$ cat src/rtl/alu8_seq_pkg.sv
// Shared types and constants for the nibble-serial ALU command sequencer.
// Optional feature macro: ALU8_SEQ_CHAIN_EN (adds the result-chaining input).
package alu8_seq_pkg;

  localparam int DATA_W      = 8;
  localparam int NIB_W       = 4;
  localparam int OP_W        = 4;
  localparam int CNT_W       = 4;
  localparam int CMD_NIBBLES = 5;

  typedef enum logic [2:0] {
    S_OP   = 3'd0,
    S_AL   = 3'd1,
    S_AH   = 3'd2,
    S_BL   = 3'd3,
    S_BH   = 3'd4,
    S_EXEC = 3'd5,
    S_DONE = 3'd6
  } seq_state_e;

  // True in every state that takes a nibble from the input bus
  function automatic logic takesNibble(input seq_state_e s);
    return (s == S_OP) || (s == S_AL) || (s == S_AH) || (s == S_BL) || (s == S_BH);
  endfunction

endpackage

$ cat src/rtl/alu8_op_sequencer_if.sv
// Bus bundle between the I/O pins, the sequencer and the external ALU.
// Optional feature macro: ALU8_SEQ_CHAIN_EN (adds the chain signal).
interface alu8_op_sequencer_if;
  import alu8_seq_pkg::*;

  logic [NIB_W-1:0]  nib_in;
  logic              nib_valid;
  logic              nib_ready;
  logic [DATA_W-1:0] res_out;
  logic              res_valid;
  logic              res_ready;
  logic              busy;
  logic [DATA_W-1:0] alu_a;
  logic [DATA_W-1:0] alu_b;
  logic [OP_W-1:0]   alu_op;
  logic [DATA_W-1:0] alu_result;
`ifdef ALU8_SEQ_CHAIN_EN
  logic              chain;
`endif

  modport master (
`ifdef ALU8_SEQ_CHAIN_EN
    output chain,
`endif
    output nib_in, nib_valid, res_ready, alu_result,
    input  nib_ready, res_out, res_valid, busy, alu_a, alu_b, alu_op
  );

  modport slave (
`ifdef ALU8_SEQ_CHAIN_EN
    input  chain,
`endif
    input  nib_in, nib_valid, res_ready, alu_result,
    output nib_ready, res_out, res_valid, busy, alu_a, alu_b, alu_op
  );

endinterface

$ cat src/rtl/alu8_nib_collector.sv
// Nibble-to-byte assembler: merges one nibble into the low or high half of a byte.
// Shared by the A and B operand paths; the caller selects which byte feeds it.
module alu8_nib_collector
  import alu8_seq_pkg::*;
(
  input  logic [DATA_W-1:0] byte_i,
  input  logic [NIB_W-1:0]  nib_i,
  input  logic              hi_sel_i,
  input  logic              load_i,
  output logic [DATA_W-1:0] byte_o
);

  // Replace the selected half with the incoming nibble, otherwise pass the byte through
  always_comb begin
    byte_o = byte_i;
    if (load_i) begin
      if (hi_sel_i) begin
        byte_o[DATA_W-1:NIB_W] = nib_i;
      end else begin
        byte_o[NIB_W-1:0] = nib_i;
      end
    end
  end

endmodule

$ cat src/rtl/alu8_op_sequencer.sv
// Nibble-serial command sequencer in front of an external 8-bit ALU.
// Collects opcode, A and B over a 4-bit bus, holds them on the ALU for
// EXEC_CYCLES, captures the result and offers it on a valid/ready handshake.
// Optional feature macro: ALU8_SEQ_CHAIN_EN (chain=1 reuses the last result as A).
module alu8_op_sequencer
  import alu8_seq_pkg::*;
#(
  parameter int EXEC_CYCLES = 1
) (
  input logic                clk,
  input logic                rst_n,
  alu8_op_sequencer_if.slave bus
);

  localparam logic [CNT_W-1:0] EXEC_LOAD = CNT_W'(EXEC_CYCLES - 1);

  seq_state_e        state_q,    state_d;
  logic [CNT_W-1:0]  execCnt_q,  execCnt_d;
  logic [DATA_W-1:0] aluA_q,     aluA_d;
  logic [DATA_W-1:0] aluB_q,     aluB_d;
  logic [OP_W-1:0]   aluOp_q,    aluOp_d;
  logic [DATA_W-1:0] resOut_q,   resOut_d;
  logic              resValid_q, resValid_d;

  logic              nibReady;
  logic [DATA_W-1:0] collSrc;
  logic              collHi;
  logic              collLoad;
  logic [DATA_W-1:0] collByte;

  assign nibReady = takesNibble(state_q);

  // Next-state and register-update logic for the load/exec/done sequence
  always_comb begin
    state_d    = state_q;
    execCnt_d  = execCnt_q;
    aluA_d     = aluA_q;
    aluB_d     = aluB_q;
    aluOp_d    = aluOp_q;
    resOut_d   = resOut_q;
    resValid_d = resValid_q;
    collSrc    = aluA_q;
    collHi     = 1'b0;
    collLoad   = 1'b0;

    case (state_q)
      S_OP: begin
        if (bus.nib_valid) begin
          aluOp_d = bus.nib_in;
`ifdef ALU8_SEQ_CHAIN_EN
          if (bus.chain) begin
            aluA_d  = resOut_q;
            state_d = S_BL;
          end else begin
            state_d = S_AL;
          end
`else
          state_d = S_AL;
`endif
        end
      end
      S_AL, S_AH: begin
        collSrc  = aluA_q;
        collHi   = (state_q == S_AH);
        collLoad = bus.nib_valid;
        aluA_d   = collByte;
        if (bus.nib_valid) begin
          state_d = (state_q == S_AL) ? S_AH : S_BL;
        end
      end
      S_BL, S_BH: begin
        collSrc  = aluB_q;
        collHi   = (state_q == S_BH);
        collLoad = bus.nib_valid;
        aluB_d   = collByte;
        if (bus.nib_valid) begin
          if (state_q == S_BL) begin
            state_d = S_BH;
          end else begin
            state_d   = S_EXEC;
            execCnt_d = EXEC_LOAD;
          end
        end
      end
      S_EXEC: begin
        if (execCnt_q == '0) begin
          resOut_d   = bus.alu_result;
          resValid_d = 1'b1;
          state_d    = S_DONE;
        end else begin
          execCnt_d = execCnt_q - 1'b1;
        end
      end
      S_DONE: begin
        if (resValid_q && bus.res_ready) begin
          resValid_d = 1'b0;
          state_d    = S_OP;
        end
      end
      default: begin
        state_d = S_OP;
      end
    endcase
  end

  alu8_nib_collector u_collector (
    .byte_i   (collSrc),
    .nib_i    (bus.nib_in),
    .hi_sel_i (collHi),
    .load_i   (collLoad),
    .byte_o   (collByte)
  );

  // State, operand, counter and result registers; reset drops any partial or pending command
  always_ff @(posedge clk or negedge rst_n) begin
    if (!rst_n) begin
      state_q    <= S_OP;
      execCnt_q  <= '0;
      aluA_q     <= '0;
      aluB_q     <= '0;
      aluOp_q    <= '0;
      resOut_q   <= '0;
      resValid_q <= 1'b0;
    end else begin
      state_q    <= state_d;
      execCnt_q  <= execCnt_d;
      aluA_q     <= aluA_d;
      aluB_q     <= aluB_d;
      aluOp_q    <= aluOp_d;
      resOut_q   <= resOut_d;
      resValid_q <= resValid_d;
    end
  end

  assign bus.nib_ready = nibReady;
  assign bus.busy      = (state_q != S_OP);
  assign bus.res_out   = resOut_q;
  assign bus.res_valid = resValid_q;
  assign bus.alu_a     = aluA_q;
  assign bus.alu_b     = aluB_q;
  assign bus.alu_op    = aluOp_q;

endmodule
$ cat src/flat_wrapper.sv
// flat-port wrapper written by rule: the top's interface ports become plain ports
module alu8_op_sequencer_flat import alu8_seq_pkg::*;
#(
  parameter int EXEC_CYCLES = 1
)
  (clk, rst_n, bus_nib_in, bus_nib_valid, bus_res_ready, bus_alu_result, bus_nib_ready, bus_res_out, bus_res_valid, bus_busy, bus_alu_a, bus_alu_b, bus_alu_op);
  alu8_op_sequencer_if bus_i ();
  input logic clk;
  input logic rst_n;
  input wire logic [$bits(bus_i.nib_in)-1:0] bus_nib_in;
  input wire logic [$bits(bus_i.nib_valid)-1:0] bus_nib_valid;
  input wire logic [$bits(bus_i.res_ready)-1:0] bus_res_ready;
  input wire logic [$bits(bus_i.alu_result)-1:0] bus_alu_result;
  output wire logic [$bits(bus_i.nib_ready)-1:0] bus_nib_ready;
  output wire logic [$bits(bus_i.res_out)-1:0] bus_res_out;
  output wire logic [$bits(bus_i.res_valid)-1:0] bus_res_valid;
  output wire logic [$bits(bus_i.busy)-1:0] bus_busy;
  output wire logic [$bits(bus_i.alu_a)-1:0] bus_alu_a;
  output wire logic [$bits(bus_i.alu_b)-1:0] bus_alu_b;
  output wire logic [$bits(bus_i.alu_op)-1:0] bus_alu_op;
  assign bus_i.nib_in = bus_nib_in;
  assign bus_i.nib_valid = bus_nib_valid;
  assign bus_i.res_ready = bus_res_ready;
  assign bus_i.alu_result = bus_alu_result;
  assign bus_nib_ready = bus_i.nib_ready;
  assign bus_res_out = bus_i.res_out;
  assign bus_res_valid = bus_i.res_valid;
  assign bus_busy = bus_i.busy;
  assign bus_alu_a = bus_i.alu_a;
  assign bus_alu_b = bus_i.alu_b;
  assign bus_alu_op = bus_i.alu_op;
  alu8_op_sequencer #(.EXEC_CYCLES(EXEC_CYCLES)) u_core (.clk(clk), .rst_n(rst_n), .bus(bus_i));
endmodule
$ cat config.mk
export PLATFORM = sky130hd
export DESIGN_NAME = alu8_op_sequencer_flat
export DESIGN_NICKNAME = d
export VERILOG_FILES = /design/src/rtl/alu8_seq_pkg.sv /design/src/rtl/alu8_op_sequencer_if.sv /design/src/rtl/alu8_nib_collector.sv /design/src/rtl/alu8_op_sequencer.sv /design/src/flat_wrapper.sv
export SDC_FILE = /design/constraint.sdc
export NUM_CORES = 1
export LEC_CHECK = 0
export CORE_ASPECT_RATIO = 1.5
export CORE_MARGIN = 2
export CORE_UTILIZATION = 52
export CTS_BUF_LIST = sky130_fd_sc_hd__clkbuf_4 sky130_fd_sc_hd__clkbuf_8
export DETAILED_ROUTE_END_ITERATION = 6
export PLACE_DENSITY_LB_ADDON = 0.1
export SLEW_MARGIN = 20
export SYNTH_ARGS = -nofsm -noshare
export SYNTH_HDL_FRONTEND = slang
export SYNTH_SLANG_ARGS = --single-unit
$ cat constraint.sdc
create_clock -name clk -period 2.5 [get_ports clk]
set_input_delay 0.25 -clock clk [delete_from_list [all_inputs] [get_ports clk]]
set_output_delay 0.25 -clock clk [all_outputs]
set_load 0.01 [all_outputs]
==> metrics, run 1 <==
status=completed; placeable core region=2883 um2; Max Cap Viol=0; post-synthesis sequential area ratio=58.35%; Tightest Pin Transition=547.5 ps; # diodes=0; Critical Path Start Type=flip-flop; CP Max Fanout=17; Max IR drop VDD=868.7 uV; worst path buffer plus inverter count=1; first-pass GRT wire length=5499 um; final slew viol count=0; Post-synth top cells=dfrtp_1 (36), mux2_2 (29), o21ai_0 (10), nand2_1 (6), a21oi_1 (5); unrepaired setup endpoints after global routing=no; antenna violations before repair=0; Hold Path Class=in2async; Post-CTS Hold Fix Bufs=0; Async SR Flop Fraction=100.0%; Layout Nets=186; DIE AREA=3430 um2; Worst slew margin=63.22%; total nets after synthesis=135; CP max stage cell=dfrtp_1; WP data arrival=1750 ps; CP Capture Type=output port; share of cells above drive strength 1=25.44%; final non-filler cell area=2143 um2; 1st-pass router iterations=4; Netlist Area Pre-Place=1544 um2; gr ovfl total=0; Die Height=70.74 um; Seq cells post-synth=36; Buffers on Ports=46; Setup-failing EPs final=0; Post CTS Setup Buffer Count=0; Max H-tree Level=2; largest net degree at the start of global routing=37; r2r worst-path depth=4; Final Wtd Congestion=0.7884; clk buf depth=2; clk_skew=4.569 ps; initial core utilization=53.56%; dpl hpwl=2369 um; Static Leak=0.0008825 uW; PwrDens=1281 nW/um2; setup TNS=0 ps; DRC viols=0; Area Overhead vs Synth=38.82%; Top Ports=47; vias per cell=5.476; total power=2745 uW; Worst Path Required=2250 ps; fmax=0.4994 GHz; Placement Cell Area=2046 um2; Root Driver=clkbuf_8; Top delay family on crit path=flip-flops; clock-pin transition on the worst setup and hold timing paths=70 ps; routed vias=1139; cell taking the most area after synthesis=dfrtp_1; GRT Total Usage=20.72%; post_cts resized=0; CTS Sinks=36; Die W=48.49 um; row count=24; WL/cell=15.71 um; critical-path cell list=or3_1 -> clkdlybuf4s50_1; top post-synthesis cells by area=dfrtp_1 (58%), mux2_2 (21%), o21ai_0 (3.2%); Primary FF master, synth=dfrtp_1; clk_lat worst skew=290 ps; max incr delay on CP=570 ps; area share of the largest cell type after synthesis=58.35%; Routed Antenna Nets=0; CTS tree=built; critical path depth=2; fin util=74.35%; Synthesis Warnings=0; cell count after synthesis=117; min cycle time layout=2002 ps; Final Hold Fails=0; final cycle utilization of the critical path=80.09%; worst setup path class=reg2out; top-count cell post-synth=dfrtp_1; starting DRC count in detailed routing=13; total CTS buffers=5; library cells used by synthesis=25; final wirelength=3267 um; WHS=382.1 ps; Post-synth EDFFs=0; vias in the first global route=1216; Synth Area per Inst=13.20 um2
-- cell families after synthesis --
logic type	after synthesis	synth area share, %
AOI/OAI and AO/OA	18	6.240
buffers and inverters	6	1.701
adders and majority gates	2	1.620
DFF	36	58.35
and+or+nand+nor	26	10.94
muxes	29	21.15
-- final timing paths --
| check | startpoint | end | slack, ps |
|---|---|---|---|
| min in group clk | u_core.bus.alu_a[7] | u_core.bus.alu_a[7] | 500 |
| setup reg to reg | u_core.state_q[0] | u_core.execCnt_q[2] | 760 |
| setup / recovery | u_core.state_q[0] | bus_busy | 500 |
| hold reg to reg | u_core.bus.alu_a[7] | u_core.bus.alu_a[7] | 500 |
| max in group asynchronous | rst_n | u_core.bus.alu_a[7] | 1790 |
| hold / removal | rst_n | u_core.bus.res_out[5] | 380 |
-- worst reg2reg max path: cells and delay by family, from the launching register on --
kind,cells,cell delay (ps)
and+or+nand+nor,2,830
DFF,1,570
AOI/OAI and AO/OA,2,250
-- layout by cell type (no fill, tap or decap), drive strengths merged --
| master | count |
|---|---|
| clkdlybuf4s50 | 46 |
| ha | 2 |
| nor3b | 3 |
| o21ai | 10 |
| o22a | 1 |
| nor3 | 4 |
| nand4bb | 1 |
| dfrtp | 36 |
| a31oi | 2 |
| and2 | 1 |
| nand3b | 1 |
| a21oi | 5 |
| or3 | 1 |
| or3b | 1 |
| mux2 | 29 |
| and4bb | 1 |
| nor2 | 3 |
| nand3 | 2 |
| nor2b | 1 |
| nand4b | 1 |
| nand2 | 6 |
| clkbuf | 8 |
| buf | 1 |
| inv | 3 |
-- per-stage QoR --
step           setup slack (ps)  std cells
6_report                  497.6        208
3_3_place_gp              609.3        200
5_1_grt                   424.1        208
4_1_cts                   496.3        208
3_5_place_dp              557.4        200
2_1_floorplan             993.0        117
-- per-layer routing --
layer | vias to the layer above | wire length, um | global-route usage, %
met2 | 40 | 1789 | 36.57
li1 | 524 | - | -
met5 | - | 0 | 0
met1 | 570 | 1246 | 23.35
met4 | 0 | 57 | 9.524
met3 | 5 | 174 | 5.485
-- state kept, by name (all words and copies together), names as in the netlist --
name / flops
u_core.bus.alu_op: 4
u_core.bus.alu_b: 8
u_core.bus.res_valid: 1
u_core.execCnt_q: 4
u_core.bus.alu_a: 8
u_core.bus.res_out: 8
u_core.state_q: 3
-- layout make-up --
type	instances	area, um2
clock buffers	8	97.59
fillers	214	739.5
inverters	3	11.26
multi-input cells	75	616.8
flip-flops and latches	36	900.9
well taps	39	48.80
repair buffers	47	467.9
-- where the power goes --
group,switching (uW),total [uW],internal (uW)
Sequential,228,1100,867
Combinational,461,1210,751
Clock,192,438,246
Total,881,2750,1860
(Power assumes the default switching activity.)
==> run 2: changes to the inputs <==
CORE_UTILIZATION = 43   (was 52)
clock period = 1.6 ns   (was 2.5 ns; I/O delays follow)
==> metrics, run 2 (synthesis results as in run 1) <==
initial core utilization=45.20% (-8.4 points); largest net degree at the start of global routing=37 (unchanged); first-pass GRT wire length=5678 um (+3.3%); worst setup path class=reg2reg; Layout Nets=198 (+6.5%); CP max stage cell=dfrtp_2; combinational fraction of design power=47.9% (+3.7 points); WP data arrival=1710 ps (-40 ps); Cell Int Power=3031 uW (+63%); commonest non-fill, non-tap cell in the layout=clkdlybuf4s50_1; critical-path cell list=buf_4 -> buf_4 -> nor3_1 -> buf_4 -> mux2_2; Hold Path Class=in2async; fillers=280 (+31%); CP Capture Type=flip-flop; max incr delay on CP=430 ps (-140 ps); PwrDens=1985 nW/um2 (+55%); total CTS buffers=5 (unchanged); Die W=52.93 um (+9.1%); Placement Cell Area=2125 um2 (+3.9%); WL/cell=15.54 um (-1.0%); dpl hpwl=2549 um (+7.6%); Routed Antenna Nets=0 (unchanged); starting DRC count in detailed routing=23 (+10); Clock Power Share=15.4% (-0.6 points); fin util=65.79% (-8.6 points); Final Hold Fails=0 (unchanged); worst path buffer plus inverter count=3 (+2); Placement Setup Slack=-63.89 ps (-621.2 ps); Worst Path Required=1770 ps (-480 ps); Max IR drop VDD=1186 uV (+37%); Buffers on Ports=46 (unchanged); final wirelength=3466 um (+6.1%); clk_skew=5.680 ps (+1.111 ps); Root Driver=clkbuf_8; Die Height=77.39 um (+9.4%); Psw=1430 uW (+62%); DIE AREA=4096 um2 (+19%); antenna violations before repair=0 (unchanged); Tightest Pin Transition=455.5 ps (-92.05 ps); vias in the first global route=1197 (-1.6%); CTS tree=built; Final Wtd Congestion=0.7410 (-6.0%); status=completed; Static Leak=0.0009400 uW (+6.5%); row count=26 (+8.3%); clk_lat worst skew=280 ps (about the same); DRC viols=0 (unchanged); Final WS setup=60.75 ps (-436.9 ps); Top Ports=47 (unchanged); Sequential Power Share=36.7% (-3.2 points); gr ovfl total=0 (unchanged); Switching Share=32.05% (about the same); CTS Sinks=36 (unchanged); Most common cell on crit path=buf_4; min cycle time layout=1539 ps; routed vias=1170 (+2.7%); area of the multi-input gates=626.9 um2 (+1.6%); FF+latch area=903.4 um2 (+0.28%); most frequent cells in the layout=clkdlybuf4s50_1 (44), dfrtp_1 (34), mux2_2 (29); Top delay family on crit path=buffers and inverters; unrepaired setup endpoints after global routing=yes; Setup-failing EPs final=0 (unchanged); placeable core region=3416 um2 (+18%); share of cells above drive strength 1=33.15% (+7.7 points); GRT Total Usage=19.15% (-1.6 points); fmax=0.6497 GHz; CP Max Fanout=8 (-9); Max Cap Viol=0 (unchanged); vias per cell=5.247 (-4.2%); final slew viol count=0 (unchanged); 1st-pass router iterations=4 (unchanged); Critical Path Start Type=flip-flop; total power=4461 uW (+63%); Worst slew margin=69.63% (+6.4 points); # diodes=0 (unchanged); final cycle utilization of the critical path=96.20%; setup TNS=0 ps (unchanged); final non-filler cell area=2247 um2 (+4.8%); clk buf depth=2 (unchanged); Max H-tree Level=2 (unchanged); Area Overhead vs Synth=45.54%; clock-pin transition on the worst setup and hold timing paths=70 ps (about the same)
## run 2: path summary, 6_finish.rpt
path / depth (start not counted) / startpoint / slack [ps] / endpoint
setup / recovery: 5 / u_core.state_q[0] / 60 / u_core.bus.alu_a[6]
hold / removal: 2 / rst_n / 280 / u_core.bus.res_out[5]
setup reg to reg: 5 / u_core.state_q[0] / 60 / u_core.bus.alu_a[6]
hold reg to reg: 1 / u_core.bus.alu_b[3] / 510 / u_core.bus.alu_b[3]
max in group asynchronous: 2 / rst_n / 980 / u_core.state_q[0]
min in group clk: 2 / bus_alu_result[5] / 490 / u_core.bus.res_out[5]
## run 2: power by group through the flow
| stage | Clock (uW) | Sequential (uW) | Combinational [uW] |
|---|---|---|---|
| 4_1_cts | 715 | 1640 | 2160 |
| 5_1_grt | 754 | 1700 | 2300 |
| 2_1_floorplan | 0 | 1780 | 837 |
| 3_5_place_dp | 0 | 1660 | 2100 |
| 6_report | 688 | 1640 | 2140 |
| 3_3_place_gp | 0 | 1640 | 2050 |
## run 2: timing repair
item / in CTS / in global routing
setup endpoints to repair: 10 / 16
resized for setup: 5 / 3
hold buffers: 0 / 0
setup buffers: 2 / 0
## run 2: routing by layer
metal	share of wire (%)	vias up	GRT usage [%]
met5	0	-	0
met2	54	35	32.38
met4	2.0	0	7.692
met1	39	575	21.89
li1	-	547	-
met3	5.4	13	5.769
## run 2: layout make-up
cell class / count / share of cell area (%)
sequential: 36 / 40.20
multi-input combinational: 75 / 27.90
timing repair buffer: 59 / 24.72
tap: 42 / 2.339
clock buffer: 8 / 4.343
inverter: 3 / 0.5011
## run 2: metrics by stage
stage	cells	hold WS (ps)
after floorplan	117	-135.6
after global routing	223	332.7
after detailed placement	213	494.9
final	223	282.5
after CTS	223	298.8
after global placement	213	484.8
## run 2: worst reg2reg max path: stages (launching register included)
cell     delay (ps)
dfrtp_2         430
buf_4           150
buf_4           160
nor3_1          180
buf_4           180
mux2_2          330
==> run 3: changes to the inputs <==
RECOVER_POWER = 25   (was unset)
==> metrics, run 3 (synthesis results as in run 1) <==
status=completed; share of cells above drive strength 1=33.15% (unchanged); M1 GR Usage=21.89% (unchanged); Layout Nets=198 (unchanged); Buffers on Ports=46 (unchanged); hold_sp=bus_alu_result[5]; clock-pin transition on the worst setup and hold timing paths=70 ps (about the same); most frequent cells in the layout=clkdlybuf4s50_1 (43), dfrtp_1 (34), mux2_2 (29); clk_skew=5.680 ps (unchanged); Die Height=77.39 um (unchanged); Max IR drop VDD=1184 uV (-0.15%); Tightest Pin Transition=883.0 ps (+427.6 ps); critical-path cell list=buf_4 -> buf_4 -> nor3_1 -> buf_4 -> mux2_2; Routed Antenna Nets=0 (unchanged); Worst Path Required=1770 ps (about the same); routed vias=1170 (unchanged); area of the multi-input gates=626.9 um2 (unchanged); Die W=52.93 um (unchanged); row count=26 (unchanged); CP Max Fanout=8 (unchanged); Max H-tree Level=2 (unchanged); FF+latch area=903.4 um2 (unchanged); clk_lat worst skew=280 ps (about the same); fin util=65.71% (-0.073 points); Max Cap Viol=0 (unchanged); min cycle time layout=1539 ps (-0.1288 ps); fillers=281 (+0.36%); gr ovfl total=0 (unchanged); reg-to-reg startpoint=u_core.state_q[0]; Worst slew margin=41.13% (-29 points); unrepaired setup endpoints after global routing=yes; Placement Setup Slack=-63.89 ps (unchanged); Most common cell on crit path=buf_4; Root Driver=clkbuf_8; largest net degree at the start of global routing=37 (unchanged); starting DRC count in detailed routing=23 (unchanged); placeable core region=3416 um2 (unchanged); CTS tree=built; total CTS buffers=5 (unchanged); Placement Cell Area=2125 um2 (unchanged); Critical Path Start Type=flip-flop; DRC viols=0 (unchanged); Final WS setup=60.88 ps (+0.1288 ps); final slew viol count=0 (unchanged); final wirelength=3461 um (-0.14%); M3 GR Usage=5.769% (unchanged); max incr delay on CP=430 ps (about the same); Static Leak=0.0009396 uW (about the same); CTS Sinks=36 (unchanged); worst setup path class=reg2reg; Area Overhead vs Synth=45.38%; fmax=0.6497 GHz (about the same); antenna violations before repair=0 (unchanged); WL/cell=15.52 um (-0.14%); crit path launch=u_core.state_q[0]; Setup-failing EPs final=0 (unchanged); PwrDens=1986 nW/um2 (about the same); final non-filler cell area=2245 um2 (-0.11%); setup TNS=0 ps (unchanged); Final Hold Fails=0 (unchanged); final cycle utilization of the critical path=96.19% (about the same); CP max stage cell=dfrtp_2; clk buf depth=2 (unchanged); 1st-pass router iterations=4 (unchanged); met2 usage=32.38% (unchanged); initial core utilization=45.20% (unchanged); Top Ports=47 (unchanged); commonest non-fill, non-tap cell in the layout=clkdlybuf4s50_1; first-pass GRT wire length=5678 um (unchanged); vias in the first global route=1197 (unchanged); total power=4459 uW (about the same); # diodes=0 (unchanged); CP Capture Type=flip-flop; DIE AREA=4096 um2 (unchanged); Final Wtd Congestion=0.7410 (unchanged); dpl hpwl=2549 um (unchanged); Hold Path Class=in2reg; most used routing layer=met2; vias per cell=5.247 (unchanged); GRT Total Usage=19.15% (unchanged); WP data arrival=1710 ps (about the same)
[run 3: changes by cell type in the layout (fill, tap and decap cells not counted)]
cell | before | now
dlygate4sd3_1 | 0 | 1
buf_4 | 13 | 12
clkdlybuf4s50_1 | 44 | 43
clkbuf_2 | 0 | 1
[run 3: metal layers]
metal,vias to the layer above,share of wire [%]
met3,14,5.4
met5,-,0
met2,36,54
met4,0,2.1
li1,546,-
met1,574,38
[run 3: stage by stage]
stage,cells,hold WS (ps)
6_report,223,485.2
5_1_grt,223,494.6
3_3_place_gp,213,484.8
3_5_place_dp,213,494.9
4_1_cts,223,298.8
2_1_floorplan,117,-135.6
[run 3: final timing paths]
kind / endpoint / slack [ps] / cells after the start
worst min-delay path: u_core.bus.res_out[5] / 490 / 2
worst max register to register: u_core.bus.alu_a[6] / 60 / 5
max in group asynchronous: u_core.state_q[0] / 490 / 2
min in group asynchronous: u_core.bus.res_out[5] / 520 / 2
worst max-delay path: u_core.bus.alu_a[6] / 60 / 5
worst min register to register: u_core.bus.alu_b[3] / 510 / 1
[run 3: cell type report]
cell class	instances	share of cell area, %
Clock buffer	8	4.348
Inverter	3	0.5017
Timing Repair Buffer	59	24.64
Tap cell	42	2.341
Sequential cell	36	40.25
Multi-Input combinational cell	75	27.93
[run 3: report_power, final]
part | switching [uW] | internal, uW
logic | 852 | 1280
clock network | 303 | 385
registers | 274 | 1360
total | 1430 | 3030
[run 3: worst max-delay path, delay by kind of cell (launching register included)]
kind                   cells  cell delay (ps)
DFF                        1              430
and+or+nand+nor            1              180
buffers and inverters      3              490
muxes                      1              330
[run 3: what timing repair did]
action                                  CTS  global route
hold buffers                              0             0
gates resized for setup                   5             3
endpoints found under the setup margin   10            16
buffers inserted                          2             0
gates cloned                              0             0
